<file path="src/rtl/carregador_programa.sv">
// -----------------------------------------------------------------------------
// carregador_programa
//
// Boot-time program loader placed in front of the instruction memory and the
// nRisc core. It receives a framed byte stream over a valid/ready handshake:
//
//     [ N ] [ b0 ] [ b1 ] ... [ bN-1 ] [ checksum ]
//
// Each instruction byte bk is written to instruction memory at address
// ENDERECO_BASE + k (8-bit wrap-around). The checksum byte must equal the
// modulo-256 sum of b0..bN-1. On a match, the core is released from reset
// CICLOS_LIBERA + 1 cycles after the checksum is accepted. On a mismatch, a
// sticky error is raised and the core stays in reset until Recarrega.
//
// Parameters:
//   ENDERECO_BASE     address that receives the first instruction byte
//   CICLOS_LIBERA     extra cycles of core reset after a good checksum (0..15)
//
// Ports:
//   Clock             system clock, rising edge active
//   reset             asynchronous, active-high reset
//   DadoEntrada       incoming stream byte
//   ValidoEntrada     DadoEntrada is valid this cycle
//   ProntoEntrada     loader accepts a byte this cycle
//   Recarrega         request a new load (honoured only when running or in error)
//   EscInstr          instruction-memory write enable (one cycle per byte)
//   EnderecoInstr     instruction-memory write address
//   DadoInstr         instruction-memory write data
//   ResetProcessador  active-high reset to the nRisc core
//   Carregado         core released and running
//   Erro              sticky checksum-mismatch flag
// -----------------------------------------------------------------------------
module carregador_programa #(
    parameter logic [7:0]  ENDERECO_BASE = 8'h00,
    parameter int unsigned CICLOS_LIBERA = 2
) (
    input  logic       Clock,
    input  logic       reset,
    input  logic [7:0] DadoEntrada,
    input  logic       ValidoEntrada,
    output logic       ProntoEntrada,
    input  logic       Recarrega,
    output logic       EscInstr,
    output logic [7:0] EnderecoInstr,
    output logic [7:0] DadoInstr,
    output logic       ResetProcessador,
    output logic       Carregado,
    output logic       Erro
);

    // Release countdown fits in 4 bits because CICLOS_LIBERA is limited to 0..15.
    localparam logic [3:0] ATRASO_INICIAL = CICLOS_LIBERA[3:0];

    typedef enum logic [2:0] {
        ESPERA_TAM,  // waiting for the length byte
        CARREGA,     // receiving and writing instruction bytes
        CHECA,       // waiting for the checksum byte
        ATRASO,      // checksum good, holding core reset a few more cycles
        LIBERA,      // core released
        ERRO         // checksum mismatch, core held in reset
    } estado_t;

    estado_t    estado_q,   estado_d;
    logic [7:0] tamanho_q,  tamanho_d;   // N, number of instruction bytes
    logic [7:0] contador_q, contador_d;  // instruction bytes received so far
    logic [7:0] soma_q,     soma_d;      // running modulo-256 checksum
    logic [3:0] atraso_q,   atraso_d;    // release countdown
    logic       erro_q,     erro_d;
    logic       esc_q,      esc_d;
    logic [7:0] endereco_q, endereco_d;
    logic [7:0] dado_q,     dado_d;

    logic aceita;

    // -------------------------------------------------------------------------
    // Handshake and state-decoded outputs
    // -------------------------------------------------------------------------
    always_comb begin
        ProntoEntrada    = (estado_q == ESPERA_TAM) ||
                           (estado_q == CARREGA)    ||
                           (estado_q == CHECA);
        ResetProcessador = (estado_q != LIBERA);
        // LIBERA is only reached after the countdown has expired, so being in
        // LIBERA already means the core is running.
        Carregado        = (estado_q == LIBERA);
    end

    assign aceita        = ValidoEntrada && ProntoEntrada;
    assign Erro          = erro_q;
    assign EscInstr      = esc_q;
    assign EnderecoInstr = endereco_q;
    assign DadoInstr     = dado_q;

    // -------------------------------------------------------------------------
    // Next-state and datapath logic
    // -------------------------------------------------------------------------
    always_comb begin
        // NOTE: every signal written here gets a default first; a path that
        // leaves one unassigned would infer a latch.
        estado_d   = estado_q;
        tamanho_d  = tamanho_q;
        contador_d = contador_q;
        soma_d     = soma_q;
        atraso_d   = atraso_q;
        erro_d     = erro_q;
        esc_d      = 1'b0;        // write strobe lasts exactly one cycle
        endereco_d = endereco_q;  // address/data hold between writes
        dado_d     = dado_q;

        unique case (estado_q)
            ESPERA_TAM: begin
                if (aceita) begin
                    tamanho_d  = DadoEntrada;
                    contador_d = 8'h00;
                    soma_d     = 8'h00;
                    // An empty program goes straight to the checksum byte.
                    estado_d   = (DadoEntrada == 8'h00) ? CHECA : CARREGA;
                end
            end

            CARREGA: begin
                if (aceita) begin
                    esc_d      = 1'b1;
                    endereco_d = ENDERECO_BASE + contador_q;  // 8-bit wrap
                    dado_d     = DadoEntrada;
                    soma_d     = soma_q + DadoEntrada;
                    contador_d = contador_q + 8'd1;
                    // tamanho_q is non-zero here, so tamanho_q - 1 never wraps.
                    if (contador_q == tamanho_q - 8'd1) begin
                        estado_d = CHECA;
                    end
                end
            end

            CHECA: begin
                if (aceita) begin
                    if (DadoEntrada == soma_q) begin
                        atraso_d = ATRASO_INICIAL;
                        estado_d = ATRASO;
                    end else begin
                        erro_d   = 1'b1;
                        estado_d = ERRO;
                    end
                end
            end

            ATRASO: begin
                // Leaving on the cycle the counter reads zero gives a release
                // exactly CICLOS_LIBERA + 1 edges after the checksum edge.
                if (atraso_q == 4'd0) begin
                    estado_d = LIBERA;
                end else begin
                    atraso_d = atraso_q - 4'd1;
                end
            end

            LIBERA: begin
                if (Recarrega) begin
                    estado_d = ESPERA_TAM;
                end
            end

            ERRO: begin
                if (Recarrega) begin
                    erro_d   = 1'b0;
                    estado_d = ESPERA_TAM;
                end
            end

            default: begin
                estado_d = ESPERA_TAM;
            end
        endcase
    end

    // -------------------------------------------------------------------------
    // State registers
    // -------------------------------------------------------------------------
    always_ff @(posedge Clock or posedge reset) begin
        if (reset) begin
            estado_q   <= ESPERA_TAM;
            tamanho_q  <= 8'h00;
            contador_q <= 8'h00;
            soma_q     <= 8'h00;
            atraso_q   <= 4'd0;
            erro_q     <= 1'b0;
            esc_q      <= 1'b0;
            endereco_q <= 8'h00;
            dado_q     <= 8'h00;
        end else begin
            // NOTE: non-blocking assignments so every register samples the
            // pre-edge values regardless of statement order.
            estado_q   <= estado_d;
            tamanho_q  <= tamanho_d;
            contador_q <= contador_d;
            soma_q     <= soma_d;
            atraso_q   <= atraso_d;
            erro_q     <= erro_d;
            esc_q      <= esc_d;
            endereco_q <= endereco_d;
            dado_q     <= dado_d;
        end
    end

endmodule

</file>
<file path="config.mk">
export PLATFORM = sky130hd
export DESIGN_NAME = carregador_programa
export DESIGN_NICKNAME = d
export VERILOG_FILES = /design/src/rtl/carregador_programa.sv
export SDC_FILE = /design/constraint.sdc
export NUM_CORES = 1
export LEC_CHECK = 0
export BUFFER_PORTS_ARGS = -buffer_cell sky130_fd_sc_hd__buf_2
export CORE_MARGIN = 3
export CORE_UTILIZATION = 30
export CTS_CLUSTER_SIZE = 20
export DETAILED_ROUTE_END_ITERATION = 7
export MAX_ROUTING_LAYER = met4
export SLEW_MARGIN = 20
export SYNTH_ARGS = -nofsm -noshare
export SYNTH_HDL_FRONTEND = slang
export SYNTH_SLANG_ARGS = --single-unit
</file>
<file path="constraint.sdc">
create_clock -name Clock -period 5.9 [get_ports Clock]
set_input_delay 1.18 -clock Clock [delete_from_list [all_inputs] [get_ports Clock]]
set_output_delay 1.18 -clock Clock [all_outputs]
set_load 0.01 [all_outputs]
</file>
== Word level (Yosys, flattened, before mapping) ==
Cells that the tools add are included.

* Register bits: 49
* Word-level logic and storage cells: 71
* Output and inout port bits: 21

* Equal/unequal tests: 18
* $add $sub $neg: 4
* Muxes and demuxes: 24
* Reduce and logical (&&, ||, !) cells: 16

{| class="wikitable"
|+ Operators with widths
! operator !! count
|-
| $pmux W8 S2 || 2
|-
| $mux W8 || 3
|-
| $mux W3 || 7
|-
| $eq A8 B8 Y1 || 2
|-
| $pmux W3 S5 || 1
|-
| $ne A2 B2 Y1 const B || 7
|-
| $mux W4 || 3
|-
| $add A8 B1 Y8 const B || 1
|-
| $add A8 B8 Y8 || 1
|-
| $logic_not A8 Y1 || 1
|-
| $pmux W4 S2 || 1
|-
| $reduce_and A4 Y1 || 2
|-
| $sub A8 B1 Y8 const B || 1
|-
| $eq A3 B2 Y1 const B || 2
|-
| $eq A3 B3 Y1 const B || 2
|-
| $ne A2 B1 Y1 const B || 3
|-
| $reduce_and A6 Y1 || 1
|-
| $reduce_bool A2 Y1 || 3
|-
| $mux W1 || 5
|-
| $logic_not A4 Y1 || 1
|-
| $reduce_and A2 Y1 || 2
|-
| $sub A4 B1 Y4 const B || 1
|-
| $eq A3 B1 Y1 const B || 1
|-
| $logic_not A3 Y1 || 1
|-
| other kinds (7) || 8
|}

== Longest topological paths before layout ==
* Word-level depth: 6
* Depth in mapped cells: 8

== Worst setup path before layout ==
OpenSTA, ideal clock, no wires.

* Path kind: in2reg
* From: input DadoEntrada[0]
* To: register soma_q[6]
* Stages: 8
* Arrival: 2572 ps
* Required time: 5771 ps
* Path slack: 3199 ps
* Cells stage by stage: ha_1 > fa_1 > a21o_1 > a21oi_1 > o21bai_1 > a21oi_1 > xor2_1 > o21ai_0

* Cells in the longest elaborated chain, start to end: 3

{| class="wikitable"
|+ Ends and longest elaborated chain
! what !! RTL line !! RTL
|-
| start: declaration || 39 || <nowiki>input logic [7:0] DadoEntrada,</nowiki>
|-
| $add A8 B8 Y8 || 126 || <nowiki>soma_d = soma_q + DadoEntrada;</nowiki>
|-
| $mux W8 || 122 || <nowiki>if (aceita) begin</nowiki>
|-
| $pmux W8 S2 || 110 || <nowiki>unique case (estado_q)</nowiki>
|-
| end signal: assignment || 196 || <nowiki>soma_q <= soma_d;</nowiki>
|-
| end: declaration || 66 || <nowiki>logic [7:0] soma_q, soma_d;</nowiki>
|}

No other way between the ends. The select of a mux whose other input is x is not followed.
A chain may end at the register's enable or synchronous reset.

== Worst setup path in the final report ==
* From: register estado_q[0]
* To: output Carregado

* Cells in the longest elaborated chain, start to end: 1

{| class="wikitable"
|+ Ends and longest elaborated chain
! what !! RTL line !! RTL
|-
| start: declaration || 63 || <nowiki>estado_t estado_q, estado_d;</nowiki>
|-
| start signal: assignment || 193 || <nowiki>estado_q <= estado_d;</nowiki>
|-
| $eq A3 B3 Y1 || 85 || <nowiki>Carregado = (estado_q == LIBERA);</nowiki>
|-
| end: declaration || 47 || <nowiki>output logic Carregado,</nowiki>
|}

No other way between the ends.

==> results.md <==
- CP Capture Type: output pin
- Starting Density: 0.3183
- Via-to-Cell Ratio: roughly 5
- Synth Instances: 293
- Final WL: slightly above 6000 um
- Placed Cells: roughly 420
- Clk root buf: clkbuf_8
- # resized after CTS: 0
- Share of the synthesized area in the top cell type: 0.4552
- Top FF cell, synth: dfrtp_1
- Peak Freq: 0.3418 GHz
- Layout area overhead: 12.22%
- Arr. time, crit path: around 1800 ps
- Largest area contributor in the netlist: dfrtp_1
- Worst path buffer plus inverter count: 3
- PortBufs: 32
- First-pass GRT wire length: 10470 um
- Non-Filler Instances: 426
- Die Height: 100.8 um
- H-tree Lvls: 2
- CP Max Fanout: 20
- Overall Global Routing Usage: 0.1331
- I/O Pins: 33
- Top delay family on crit path: flip-flops
- P_int: just over 800 uW
- Vias in the first global route: roughly 2100
- Peak VDD IR: about 0.13 mV
- Async SR Flop Fraction: 1.000
- Slew HR: 0.4367
- Worst path required time: ~4700 ps
- Clk pwr share: 0.147
- Final ANT Viol Nets: 0
- Ranking of synthesized cells by area: dfrtp_1 46%, nand2_1 11%, ha_1 4.6%, xnor2_1 3.6%, o21ai_0 3.5%
- RSZ-0062 raised after global routing: no
- Post-DP HPWL: around 4500 um
- Worst path slowest cell: dfrtp_1
- Comb power frac: 0.431
- Most common cell in the netlist: nand2_1
- Pwr dens: roughly 480 nW/um^2
- YS warnings: 0
- Total CTS buffers: 5
- Final worst path period need: around 2900 ps
- Drt initial violations: 112
- Final count of hold timing violations: 0
- Max clock buf depth: 2
- Yosys reg bits: 49
- Fin. max-slew vios: 0
- Die X: between 100 and 150 um
- Switch Pwr: roughly 610 uW
- Site Rows: 33
- Residual DRC: 0
- Cell variety after synth: between 40 and 50
- Initial antenna violation count: 0
- Setup TNS Final: 0 ps
- Via count: 2100
- Syn avg cell area: roughly 9.2 sq um
- Worst slew pin tran: approximately 840 ps
- Setup crit start kind: flip-flop
- CTS tree: yes
- Switching Fraction: 0.4238
- Clock sinks: around 50
- Worst hold path type: flip-flop to flip-flop
- Core area: 8464 sq um
- CP dominant cell by count: inv_1
- Gr ovfl total: 0
- DR WL/cell: 14.52 um
- Antenna fix cells: 0
- # Max-Cap Violations: 0
- Post-synthesis sequential area ratio: 0.4552
- Crit path largest cell delay: 780 ps
- Mapped Nets: around 320
- LEAKAGE: roughly 0.0014 uW
- Post-CTS setup buffers: 0
- Most common library cells after synthesis: 77 x nand2_1, 49 x dfrtp_1, 19 x o21ai_0
- Flop pwr share: 0.422
- Outcome: completed
- Fill cells: ~850
- Skew final: 7.981 ps
- Post-synth EDFFs: 0
- Final Cycle Share: 0.4959
- Nets@finish: roughly 340
- Share of layout cells above drive strength 1: 0.1776
- Largest net degree at the start of global routing: 50
- Setup CP Type: flip-flop to output pin
- Die Area: between 10000 and 15000 sq um
- Worst-skew pair later-pin latency: a little over 300 ps
- CTS Hold Bufs: 0
- RePlAce Congestion: slightly above 0.8
- Critical path, cell by cell: inv_1 -> nand3_1 -> inv_1 -> buf_2
- Pre-Repair DR Iteration Count: 4
- Final setup vio count: 0
- Synth Cell Area: roughly 2700 sq um
- Worst-path clk slew: about 100 ps
## cells by family (layout without fill, tap and decap cells)
family / after synthesis / in the layout / synth area share
and+or+nand+nor: 130 / 130 / 0.2257
DFF: 49 / 49 / 0.4552
AOI/OAI and AO/OA: 48 / 48 / 0.1129
buffers and inverters: 23 / 51 / 0.03669
xor gates and xnor gates: 18 / 18 / 0.05852
muxes: 14 / 14 / 0.05713
adders and majority gates: 11 / 11 / 0.05388
## flip-flops by register name (all words and copies together) (netlist names), 3 cells and up
register and cells:
tamanho_q 8, DadoInstr 8, estado_q 3, contador_q 8
atraso_q 4, soma_q 8, EnderecoInstr 8
## metrics by stage
step | instance area, sq um | worst slack, ps | utilization | hold WS (ps) | power (uW)
after CTS | 3022 | 2930 | 0.3570 | 483.9 | 1457
after global placement | 2928 | 2682 | 0.3459 | 461.0 | 1222
after detailed placement | 2928 | 2627 | 0.3459 | 458.4 | 1239
after floorplan | 2694 | 3199 | - | 442.8 | 1076
final | 3023 | 2974 | 0.3571 | 477.1 | 1439
after global routing | 3023 | 2781 | 0.3571 | 514.3 | 1570
## power by group through the flow
stage	clock network, uW	logic (uW)	registers (uW)
floorplan	0	509	568
global placement	0	610	612
detailed placement	0	625	615
CTS	221	629	607
global route	232	708	631
finish	212	620	608
## final timing paths
check	start	end	slack [ps]	cells past startpoint
setup / recovery	estado_q[0]$_DFFE_PP0P_	Carregado	2970	4
hold / removal	DadoInstr[3]$_DFFE_PP0P_	DadoInstr[3]$_DFFE_PP0P_	480	2
setup reg to reg	estado_q[2]$_DFFE_PP0P_	DadoInstr[6]$_DFFE_PP0P_	3300	6
hold reg to reg	DadoInstr[3]$_DFFE_PP0P_	DadoInstr[3]$_DFFE_PP0P_	480	2
max in group asynchronous	reset	tamanho_q[6]$_DFFE_PP0P_	4380	2
min in group asynchronous	reset	DadoInstr[3]$_DFFE_PP0P_	1000	2
## cell type report
type,instances,area [sq um],area share
multi-input cells,221,1369,0.4528
clock inverters,3,25.02,0.008278
repair buffers,32,160.2,0.05298
well taps,105,131.4,0.04346
flip-flops and latches,49,1226,0.4056
inverters,11,42.54,0.01407
clock buffers,5,68.82,0.02276
## layer usage
metal	track usage	part of all wire	vias to the layer above	wire length, um
met3	0.02076	0.026	6	161
met5	-	0	-	0
met2	0.2106	0.47	27	2917
li1	-	-	1049	-
met1	0.1797	0.49	1018	3037
met4	0.03109	0.011	0	68
## placed cells by master, fill, tap and decap left out, types with 2 or more instances in the layout
cell type,n
nand2_1,77
dfrtp_1,49
buf_2,32
o21ai_0,19
nor2_1,14
xnor2_1,11
a21oi_1,10
nand3_1,10
ha_1,10
inv_1,9
nor3_1,8
xor2_1,7
mux2_2,6
mux2i_1,6
clkbuf_8,5
nor4_1,4
a31oi_1,4
a21o_1,3
and3_1,3
nor3b_1,2
o31ai_1,2
a211oi_1,2
o2bb2ai_1,2
inv_6,2
## worst reg2reg max path: stages, from the launching register on
cell and delay, ps:
dfrtp_1 570, nor2_1 140, and2_1 230, nand2_1 580, clkinv_1 680, nand2_1 250, nand2_1 60
Power figures use the tool's default switching activity.
